--- src/rtl/mem_req_sched.sv ---
// mem_req_sched: schedules ICache fetches, LSB loads and buffered committed stores
// onto a single byte-serial memory engine port, and routes results back.
// Ports:
//   clk, rst_in (async active-low), rdy_in (global enable), flush, io_buffer_full
//   lsb_req_*  : LSB load/store request in, lsb_req_ready out
//   lsb_load_* : registered 1-cycle load result pulse
//   ic_req_*   : ICache fetch request in, ic_req_ready out
//   ic_resp_*  : registered 1-cycle fetch result pulse
//   eng_req_*  : engine command out, eng_req_ready/eng_done/eng_rdata in
//   sb_count   : store-buffer occupancy; busy : any work outstanding
module mem_req_sched #(
  parameter int unsigned SB_DEPTH     = 4,
  parameter int unsigned STARVE_LIMIT = 8,
  parameter int unsigned LSB_ID_WIDTH = 3
) (
  input  logic                             clk,
  input  logic                             rst_in,
  input  logic                             rdy_in,
  input  logic                             flush,
  input  logic                             io_buffer_full,
  input  logic                             lsb_req_valid,
  input  logic                             lsb_req_we,
  input  logic [31:0]                      lsb_req_addr,
  input  logic [31:0]                      lsb_req_wdata,
  input  logic [1:0]                       lsb_req_size,
  input  logic [LSB_ID_WIDTH-1:0]          lsb_req_id,
  output logic                             lsb_req_ready,
  output logic                             lsb_load_valid,
  output logic [LSB_ID_WIDTH-1:0]          lsb_load_id,
  output logic [31:0]                      lsb_load_data,
  input  logic                             ic_req_valid,
  input  logic [31:0]                      ic_req_addr,
  output logic                             ic_req_ready,
  output logic                             ic_resp_valid,
  output logic [31:0]                      ic_resp_addr,
  output logic [31:0]                      ic_resp_inst,
  output logic                             eng_req_valid,
  output logic                             eng_req_we,
  output logic [31:0]                      eng_req_addr,
  output logic [31:0]                      eng_req_wdata,
  output logic [1:0]                       eng_req_size,
  input  logic                             eng_req_ready,
  input  logic                             eng_done,
  input  logic [31:0]                      eng_rdata,
  output logic [$clog2(SB_DEPTH):0]        sb_count,
  output logic                             busy
);

  localparam int unsigned PTR_W = $clog2(SB_DEPTH);
  localparam int unsigned CNT_W = PTR_W + 1;
  localparam int unsigned STV_W = $clog2(STARVE_LIMIT + 1);

  typedef enum logic [1:0] {S_IDLE, S_ISSUE, S_WAIT, S_RESP} state_t;
  typedef enum logic [1:0] {OP_LD, OP_ST, OP_IF} op_t;

  state_t             state;
  op_t                cur_op;
  logic               drop;
  logic [31:0]        rdata_q;

  logic [31:0]        sb_addr  [SB_DEPTH];
  logic [31:0]        sb_wdata [SB_DEPTH];
  logic [1:0]         sb_size  [SB_DEPTH];
  logic [PTR_W-1:0]   sb_head, sb_tail;

  logic                    ld_pend;
  logic [31:0]             ld_addr;
  logic [1:0]              ld_size;
  logic [LSB_ID_WIDTH-1:0] ld_id;
  logic                    if_pend;
  logic [31:0]             if_addr;
  logic [STV_W-1:0]        starve_cnt;

  logic sb_full, ld_hit, ld_ok, st_ok, if_ok, grant;
  op_t  grant_op;
  logic st_acc, ld_acc, if_acc, sb_pop, ld_clr, if_clr, withdraw;

  assign sb_full       = (sb_count == CNT_W'(SB_DEPTH));
  assign lsb_req_ready = lsb_req_we ? !sb_full : !ld_pend;
  assign ic_req_ready  = !if_pend;
  assign busy          = (state != S_IDLE) || (sb_count != '0) || ld_pend || if_pend;

  // Request acceptance, SB pop and pend-flag completion
  always_comb begin
    st_acc   = rdy_in && !flush && lsb_req_valid && lsb_req_we && !sb_full;
    ld_acc   = rdy_in && !flush && lsb_req_valid && !lsb_req_we && !ld_pend;
    if_acc   = rdy_in && !flush && ic_req_valid && !if_pend;
    sb_pop   = rdy_in && (state == S_ISSUE) && (cur_op == OP_ST) && eng_req_ready;
    ld_clr   = (state == S_WAIT) && eng_done && (cur_op == OP_LD) && !drop;
    if_clr   = (state == S_WAIT) && eng_done && (cur_op == OP_IF) && !drop;
    withdraw = (state == S_ISSUE) && flush && (cur_op != OP_ST) && !eng_req_ready;
  end

  // Hazard check and arbitration for the IDLE grant
  always_comb begin
    ld_hit = 1'b0;
    for (int unsigned i = 0; i < SB_DEPTH; i++) begin
      if ((CNT_W'(i) < sb_count) &&
          (sb_addr[sb_head + PTR_W'(i)][31:2] == ld_addr[31:2]))
        ld_hit = 1'b1;
    end
    // IO-range loads must not overtake any buffered store
    ld_ok = ld_pend && !flush && !ld_hit &&
            !((ld_addr[31:16] == 16'h0003) && (sb_count != '0));
    // Head store to the UART waits out back-pressure, keeping FIFO order
    st_ok = (sb_count != '0) &&
            !((sb_addr[sb_head] == 32'h0003_0000) && io_buffer_full);
    if_ok = if_pend && !flush;

    grant    = 1'b0;
    grant_op = OP_LD;
    if (if_ok && (starve_cnt >= STV_W'(STARVE_LIMIT))) begin
      grant = 1'b1; grant_op = OP_IF;
    end else if (sb_full && st_ok) begin
      grant = 1'b1; grant_op = OP_ST;
    end else if (ld_ok) begin
      grant = 1'b1; grant_op = OP_LD;
    end else if (st_ok) begin
      grant = 1'b1; grant_op = OP_ST;
    end else if (if_ok) begin
      grant = 1'b1; grant_op = OP_IF;
    end
  end

  // Store-buffer payload storage (contents need no reset)
  always_ff @(posedge clk) begin
    if (st_acc) begin
      sb_addr[sb_tail]  <= lsb_req_addr;
      sb_wdata[sb_tail] <= lsb_req_wdata;
      sb_size[sb_tail]  <= lsb_req_size;
    end
  end

  // Control state, request capture, FSM and registered outputs
  always_ff @(posedge clk or negedge rst_in) begin
    if (!rst_in) begin
      state          <= S_IDLE;
      cur_op         <= OP_LD;
      drop           <= 1'b0;
      rdata_q        <= '0;
      sb_head        <= '0;
      sb_tail        <= '0;
      sb_count       <= '0;
      ld_pend        <= 1'b0;
      ld_addr        <= '0;
      ld_size        <= '0;
      ld_id          <= '0;
      if_pend        <= 1'b0;
      if_addr        <= '0;
      starve_cnt     <= '0;
      lsb_load_valid <= 1'b0;
      lsb_load_id    <= '0;
      lsb_load_data  <= '0;
      ic_resp_valid  <= 1'b0;
      ic_resp_addr   <= '0;
      ic_resp_inst   <= '0;
      eng_req_valid  <= 1'b0;
      eng_req_we     <= 1'b0;
      eng_req_addr   <= '0;
      eng_req_wdata  <= '0;
      eng_req_size   <= '0;
    end else if (rdy_in) begin
      lsb_load_valid <= 1'b0;
      ic_resp_valid  <= 1'b0;

      if (st_acc) sb_tail <= sb_tail + PTR_W'(1);
      if (sb_pop) sb_head <= sb_head + PTR_W'(1);
      sb_count <= sb_count + CNT_W'(st_acc) - CNT_W'(sb_pop);

      if (ld_acc) begin
        ld_pend <= 1'b1;
        ld_addr <= lsb_req_addr;
        ld_size <= lsb_req_size;
        ld_id   <= lsb_req_id;
      end else if (flush || ld_clr) begin
        ld_pend <= 1'b0;
      end

      if (if_acc) begin
        if_pend <= 1'b1;
        if_addr <= ic_req_addr;
      end else if (flush || if_clr) begin
        if_pend <= 1'b0;
      end

      if (flush) begin
        starve_cnt <= '0;
      end else if (state == S_IDLE) begin
        if (!if_pend || (grant && grant_op == OP_IF))
          starve_cnt <= '0;
        else if (starve_cnt != STV_W'(STARVE_LIMIT))
          starve_cnt <= starve_cnt + STV_W'(1);
      end

      case (state)
        S_IDLE: begin
          if (grant) begin
            state         <= S_ISSUE;
            cur_op        <= grant_op;
            drop          <= 1'b0;
            eng_req_valid <= 1'b1;
            case (grant_op)
              OP_ST: begin
                eng_req_we    <= 1'b1;
                eng_req_addr  <= sb_addr[sb_head];
                eng_req_wdata <= sb_wdata[sb_head];
                eng_req_size  <= sb_size[sb_head];
              end
              OP_IF: begin
                eng_req_we    <= 1'b0;
                eng_req_addr  <= if_addr;
                eng_req_wdata <= '0;
                eng_req_size  <= 2'd2;
              end
              default: begin
                eng_req_we    <= 1'b0;
                eng_req_addr  <= ld_addr;
                eng_req_wdata <= '0;
                eng_req_size  <= ld_size;
              end
            endcase
          end
        end
        S_ISSUE: begin
          if (eng_req_ready) begin
            eng_req_valid <= 1'b0;
            state         <= S_WAIT;
            // Engine already took the command: let it finish, discard result
            if (flush && cur_op != OP_ST) drop <= 1'b1;
          end else if (withdraw) begin
            eng_req_valid <= 1'b0;
            state         <= S_IDLE;
          end
        end
        S_WAIT: begin
          if (flush && cur_op != OP_ST) drop <= 1'b1;
          if (eng_done) begin
            rdata_q <= eng_rdata;
            state   <= S_RESP;
          end
        end
        default: begin
          state <= S_IDLE;
          if (!drop && !flush) begin
            if (cur_op == OP_LD) begin
              lsb_load_valid <= 1'b1;
              lsb_load_id    <= ld_id;
              lsb_load_data  <= rdata_q;
            end else if (cur_op == OP_IF) begin
              ic_resp_valid <= 1'b1;
              ic_resp_addr  <= if_addr;
              ic_resp_inst  <= rdata_q;
            end
          end
        end
      endcase
    end
  end

endmodule
--- config.mk ---
export PLATFORM = sky130hd
export DESIGN_NAME = mem_req_sched
export DESIGN_NICKNAME = d
export VERILOG_FILES = /design/src/rtl/mem_req_sched.sv
export SDC_FILE = /design/constraint.sdc
export NUM_CORES = 1
export LEC_CHECK = 0
export CORE_MARGIN = 3
export CORE_UTILIZATION = 29
export DETAILED_ROUTE_END_ITERATION = 12
export GPL_TIMING_DRIVEN = 0
export SYNTH_ARGS = -nofsm -noshare
export SYNTH_HDL_FRONTEND = slang
export SYNTH_SLANG_ARGS = --single-unit
export TNS_END_PERCENT = 20
--- constraint.sdc ---
create_clock -name clk -period 6.45 [get_ports clk]
set_input_delay 1.29 -clock clk [delete_from_list [all_inputs] [get_ports clk]]
set_output_delay 1.29 -clock clk [all_outputs]
set_load 0.02 [all_outputs]
### Word level (Yosys, flattened, before mapping)

Memories as Yosys holds them, arrays and structs flattened.
Cells that the tools add are included.

* bits in writable memories: 264
* output and inout bits: 175
* bits of input ports: 143
* bits in registers: 288
* memories: 3

Memory list
* sb_addr: depth 4, bits a word 32, rd ports 4, clocked after Yosys merged registers in 0, write ports 1, line 61 `logic [31:0] sb_addr [SB_DEPTH];`
* sb_wdata: depth 4, bits a word 32, rd ports 1, clocked after Yosys merged registers in 0, write ports 1, line 62 `logic [31:0] sb_wdata [SB_DEPTH];`
* sb_size: depth 4, bits a word 2, rd ports 1, clocked after Yosys merged registers in 0, write ports 1, line 63 `logic [1:0] sb_size [SB_DEPTH];`

* reduce and logical (&&, ||, !) cells: 76
* equality and inequality tests: 19
* $lt $le $gt $ge: 5
* bitwise gates (word level): 2
* mux-type cells: 49
* add/sub/neg operators: 7

Operators with widths (count)
* == test 30 bit: 4
* one-hot mux 32 bit (2 select lines): 1
* logical AND 1 bit: 35
* == test 32 x 18 -> 1 bit (second input constant): 1
* 2-to-1 mux 32 bit: 1
* 2-to-1 mux 1 bit: 30
* 2-to-1 mux 2 bit: 9
* == test 16 x 2 -> 1 bit (second input constant): 1
* 2-to-1 mux 4 bit: 4
* AND reduction 4 bit: 4
* AND reduction 2 bit: 6
* logical NOT 1 bit: 10
* nonzero test 2 bit: 5
* AND reduction 3 bit: 3
* nonzero test 3 bit: 3
* == test 2 x 1 -> 1 bit (second input constant): 3
* == test 2 bit (second input constant): 3
* logical OR 1 bit: 6
* less-than comparator 1 x 3 -> 1 bit (first input constant): 2
* less-than comparator 2 x 3 -> 1 bit (first input constant): 2
* inequality test 2 bit (second input constant): 3
* one-hot mux 2 bit (3 select lines): 1
* AND reduction 5 bit: 1
* adder 2 x 1 -> 2 bit (second input constant): 2
* 15 further kinds: 18

### Logic depth before layout (Yosys ltp)

An unclocked memory read counts as a cell.

* depth in word-level cells: 19
* gate-level depth with buffers: 20
* gate-level depth less buffers: 15

### Worst setup path after synthesis

No wires, ideal clock.

* path type: input -> register
* start: input rdy_in
* end: memory sb_addr[0][0] (enable)
* cell stages on the path: 6
* path buffers: 1
* data arrival time: 3.890 ns
* library setup time: 0.431 ns
* setup slack: 2.129 ns
* cell sequence: clkbuf_1 > inv_1 > nor2_1 > nand3_1 > a21oi_1 > and2_1

* word-level cells in the longest chain between the ends: 6

Ends and longest elaborated chain
* from (decl): line 18 `input logic rdy_in,`
* logical AND 1 bit (4 in a row): line 85 `st_acc = rdy_in && !flush && lsb_req_valid && lsb_req_we && !sb_full;`
* 2-to-1 mux 1 bit: line 127 `if (st_acc) begin`
* 2-to-1 mux 1 bit (not written as such): line 128 `sb_addr[sb_tail] <= lsb_req_addr;`
* to (decl): line 61

No other way between the ends.

### Final worst setup path

* start: register sb_head[1]
* end: register eng_req_addr[24]

* word-level cells in the longest chain between the ends: 15

Ends and longest elaborated chain
* from (decl): line 64 `logic [PTR_W-1:0] sb_head, sb_tail;`
* from (signal assigned): line 167 `if (sb_pop) sb_head <= sb_head + PTR_W'(1);`
* adder 2 x 1 -> 2 bit or memory read (4 x 32 bit) (tied branches)
* memory read (4 x 32 bit) (*)
* == test 30 bit or logical AND 1 bit (tied branches): line 99, 98
* logical AND 1 bit or 2-to-1 mux 1 bit (tied branches): line 98 `if ((CNT_W'(i) < sb_count) &&`
* 2-to-1 mux 1 bit (3 in a row): line 98
* logical NOT 1 bit: line 103 `ld_ok = ld_pend && !flush && !ld_hit &&`
* logical AND 1 bit (2 in a row): line 103
* 2-to-1 mux 2 bit: line 116 `end else if (ld_ok) begin`
* 2-to-1 mux 2 bit (*): line 114 `end else if (sb_full && st_ok) begin`
* 2-to-1 mux 2 bit (*): line 112 `if (if_ok && (starve_cnt >= STV_W'(STARVE_LIMIT))) begin`
* via grant_op[1]: line 75 `op_t grant_op;`
* == test 2 bit or == test 2 x 1 -> 1 bit (tied branches): line 202 `case (grant_op)`
* one-hot mux 32 bit (2 select lines) (*): line 202
* to (signal assigned): line 205 `eng_req_addr <= sb_addr[sb_head];`
* to (signal assigned): line 211 `eng_req_addr <= if_addr;`
* to (signal assigned): line 217 `eng_req_addr <= ld_addr;`
* to (decl): line 39 `output logic [31:0] eng_req_addr,`

Mark *: on every way through the listed nets, which the timed path passes. The rest lies on a longest branch.
A chain may end at the register's enable or synchronous reset.

==> flow_metrics.py <==
metrics = {
    "status": {
        "outcome": "completed",
    },
    "clock_tree": {
        "post_cts_buffers": 0,
        "tritoncts.num_buffers": 66,
        "tritoncts_num_sinks": 552,
        "cts_buffer_depth": 3,
        "clock_insertion_delay_worst_skew_ns": 0.61,
        "cts-hold-fix-buffers": 0,
        "tritoncts_clock_tree": "built",
        "clk_transition_reported_paths_ns": 0.06,
        "postCtsResizedCells": 0,
        "clock-root-buffer": "sky130_fd_sc_hd__clkbuf_16",
        "htreeDepth": 3,
    },
    "floorplanning": {
        "chipHeight_um": 305,
        "placeable_area_mm2": 0.0885,
        "number_of_standard_cell_rows_in_the_floorplan": 109,
        "floorplan.die.width_um": 305,
        "pin_count": 318,
        "initial_utilization_pct": 29.3,
        "floorplan.die_area_mm2": 0.0930,
    },
    "drt": {
        "vias_per_cell": 5.08,
        "postRouteWirelength_mm": 89.0,
        "first_pass_iters": 5,
        "initialDrtViolationCount": 1555,
        "routed-via-count": 17000,
        "drtAntennaViolNets": 0,
        "drt-wirelength-per-cell_um": 26.6,
        "number_of_remaining_drc_errors": 0,
    },
    "power_and_ir_drop": {
        "total_leakage_power_nw": 12.7,
        "power_per_cell_area_mw_per_mm2": 445,
        "ir_worst_vdd_mv": 0.225,
    },
    "sta": {
        "tightestPinTransition_ns": 1.15,
        "relSlewSlack_pct": 23.5,
        "timing.final.max_slew_violations": 0,
        "fin_crit_sh_pct": 94.1,
        "final.hold.worst_slack_ns": 0.502,
        "finish_stage_setup_viols": 0,
        "grt_setup_unrepaired": "no",
        "fin_tns_setup_ns": 0,
        "finalCriticalPeriod_ns": 6.07,
        "timing.clock.skew_ns": 0.0256,
        "report.final.hold_viol_count": 0,
        "max_clock_freq_mhz": 165,
    },
    "synth": {
        "synth-warning-count": 0,
        "ys_seq_elements": 552,
        "postSynth.asyncResetShare_pct": 52.2,
        "postSynth.topFlopCell": "sky130_fd_sc_hd__dfrtp_1",
        "postSynthAreaPerCell_um2": 14.9,
        "synth_sequential_area_ratio_pct": 58.4,
        "synth_cells": 1740,
        "synth_fp_nets": 1900,
        "ys_types": 62,
        "number_of_enable_type_register_cells_in_the_synthesized_netlist": 264,
        "synthesis.area_mm2": 0.0259,
    },
    "layout": {
        "fin_area_mm2": 0.0329,
        "largestRegisters": "sb_addr: 128 flops, sb_wdata: 128 flops",
        "post_route_cells_drive_above_1_share_pct": 23.0,
        "area.growth.synth_to_final_pct": 26.9,
        "stdcell_count": 3351,
        "final_nets": 2289,
        "layout.core_utilization_pct": 37.2,
    },
    "grt": {
        "groute.usage.overall_pct": 18.8,
        "first_global_vias": 18000,
        "grt_first_pass_wirelength_mm": 128,
        "number_of_antenna_violations_at_the_first_check_in_global_routing": 10,
        "globalRoute.totalOverflow": 0,
        "maximum_number_of_pins_on_one_net_before_global_route_repair": 123,
    },
    "setup_path": {
        "cp_num_buf_inv": 8,
        "crit_path_cell_trace": "buf_2 > buf_6 > buf_2 > buf_4 > buf_2 > buf_2 > mux4_2 > nor4_1 > nand2_1 > nor3_1 > a21oi_1 > o21ba_2 > nor3_1 > ha_1 > clkbuf_1 > clkbuf_1 > a22oi_1 > o21ai_0 > mux2_4",
        "cp_max_fo": 10,
        "slowest_stage": "sky130_fd_sc_hd__clkbuf_1",
        "cpMostUsedCell": "sky130_fd_sc_hd__buf_2",
        "max_stage_delay_ns": 0.66,
        "crit_path_end_kind": "flop",
        "critical_path_required_ns": 6.99,
        "element_type_at_the_critical_path_start": "flop",
        "critPathKind": "flop to flop",
        "crit_arrival_ns": 6.60,
        "cpLargestDelayFamily": "buffers and inverters",
    },
    "placement": {
        "place_inst": 3226,
        "port_buffers": 315,
        "dp_hpwl_mm": 64.7,
        "place_area_mm2": 0.0307,
        "place.gp.congestion": 0.935,
    },
    "min_path": {
        "worstHoldPathType": "flop to flop",
    },
    "run": {
        "drv.max_cap_violation_count": 0,
    },
}
==> layer usage <==
metal	track usage [%]	part of all wire (%)	wire length (µm)	vias up
li1	-	-	-	7339
met1	24.3	41	36900	8800
met2	31.4	48	42700	693
met3	4.39	7.6	6780	172
met4	5.93	2.9	2600	10
met5	0	0.076	68	-
==> where the power goes <==
part	leakage, nW	internal, W	switching, W
clock network	1.05	0.00218	0.00151
logic	5.59	0.00271	0.00358
registers	6.05	0.00429	0.000388
==> cell families (layout without fill, tap and decap cells) <==
family                   after synthesis  count (layout)  share of synthesized area, %
AND/OR/NAND/NOR                      217             217                          4.22
buffers and inverters                183             623                          3.33
flip-flops                           552             552                          58.4
AO/OA/AOI/OAI                        176             176                          4.52
multiplexers                         481             481                          24.9
XOR/XNOR                             114             114                          3.85
adder cells (fa/ha/maj)               17              17                         0.849
other                                  0               6                             0
==> cells in the mapped netlist (6+ instances only) <==
master / instances / area (µm²)
sky130_fd_sc_hd__nand4_1: 21 / 131
sky130_fd_sc_hd__nor2b_1: 11 / 68.8
sky130_fd_sc_hd__buf_2: 16 / 80.1
sky130_fd_sc_hd__inv_1: 60 / 225
sky130_fd_sc_hd__mux4_2: 95 / 2140
sky130_fd_sc_hd__o211ai_1: 7 / 52.6
sky130_fd_sc_hd__a22oi_1: 29 / 218
sky130_fd_sc_hd__nor3_1: 12 / 60.1
sky130_fd_sc_hd__buf_6: 13 / 146
sky130_fd_sc_hd__dfrtp_1: 288 / 7210
sky130_fd_sc_hd__buf_1: 13 / 48.8
sky130_fd_sc_hd__nand2_1: 86 / 323
sky130_fd_sc_hd__mux2i_1: 141 / 1410
sky130_fd_sc_hd__mux2_2: 209 / 2350
sky130_fd_sc_hd__edfxtp_1: 264 / 7930
sky130_fd_sc_hd__o22ai_1: 8 / 50.1
sky130_fd_sc_hd__xor2_1: 32 / 280
sky130_fd_sc_hd__mux2_4: 36 / 541
sky130_fd_sc_hd__a21oi_1: 29 / 145
sky130_fd_sc_hd__xnor2_1: 82 / 718
sky130_fd_sc_hd__a211oi_1: 10 / 75.1
sky130_fd_sc_hd__nor2_1: 20 / 75.1
sky130_fd_sc_hd__ha_1: 16 / 200
sky130_fd_sc_hd__nor4_1: 21 / 131
sky130_fd_sc_hd__a221oi_1: 6 / 52.6
sky130_fd_sc_hd__buf_4: 16 / 120
sky130_fd_sc_hd__o21ai_0: 49 / 245
sky130_fd_sc_hd__nand2b_1: 8 / 50.1
sky130_fd_sc_hd__clkbuf_1: 65 / 244
sky130_fd_sc_hd__nand3_1: 14 / 70.1
==> layout make-up <==
cell class                 instances  area [µm²]
multi-input combinational       1005        9950
inverter                          60         225
tap                             1165        1460
buffer                           123         639
sequential                       552       15100
clock inverter                    26         270
antenna                            6        15.0
clock buffer                      93        1890
fill                            8330       55600
timing repair buffer             321        3320
==> placed cells by master, fill, tap and decap left out, types with 60 or more instances in the layout <==
cell type and count:
sky130_fd_sc_hd__clkdlybuf4s50_1 314, sky130_fd_sc_hd__dfrtp_1 288, sky130_fd_sc_hd__edfxtp_1 264, sky130_fd_sc_hd__mux2_2 209
sky130_fd_sc_hd__mux2i_1 141, sky130_fd_sc_hd__mux4_2 95, sky130_fd_sc_hd__nand2_1 86, sky130_fd_sc_hd__clkbuf_1 82
sky130_fd_sc_hd__xnor2_1 82, sky130_fd_sc_hd__clkbuf_16 69, sky130_fd_sc_hd__inv_1 60
==> metrics by stage <==
| step | total power [W] | setup WS [ns] |
|---|---|---|
| 2_1_floorplan | 0.00848 | 2.13 |
| 3_3_place_gp | 0.0109 | -9.05 |
| 3_5_place_dp | 0.0110 | 0.372 |
| 4_1_cts | 0.0148 | 0.336 |
| 5_1_grt | 0.0153 | 0.0525 |
| 6_report | 0.0147 | 0.383 |
==> path summary, 6_finish.rpt <==
path	startpoint	endpoint	slack, ns	cells past startpoint
min in group asynchronous	rst_in	ld_addr[14]$_DFFE_PN0P_	0.71	1
worst max register to register	sb_head[1]$_DFFE_PN0P_	eng_req_addr[24]$_DFFE_PN0P_	0.38	19
worst max-delay path	sb_head[1]$_DFFE_PN0P_	eng_req_addr[24]$_DFFE_PN0P_	0.38	19
max in group asynchronous	rst_in	ic_resp_inst[7]$_DFFE_PN0P_	4.64	2
worst min-delay path	ic_resp_addr[17]$_DFFE_PN0P_	ic_resp_addr[17]$_DFFE_PN0P_	0.50	1
worst min register to register	ic_resp_addr[17]$_DFFE_PN0P_	ic_resp_addr[17]$_DFFE_PN0P_	0.50	1
==> worst reg2reg max path: cells and delay by family, from the launching register on <==
kind	cells	cell delay (ns)
buf+inv	8	3.15
compound gates	4	1.00
simple gates	4	0.72
mux	2	0.66
flops	1	0.31
fa+ha+maj	1	0.18
No activity file was read; power rests on OpenSTA's default activity.
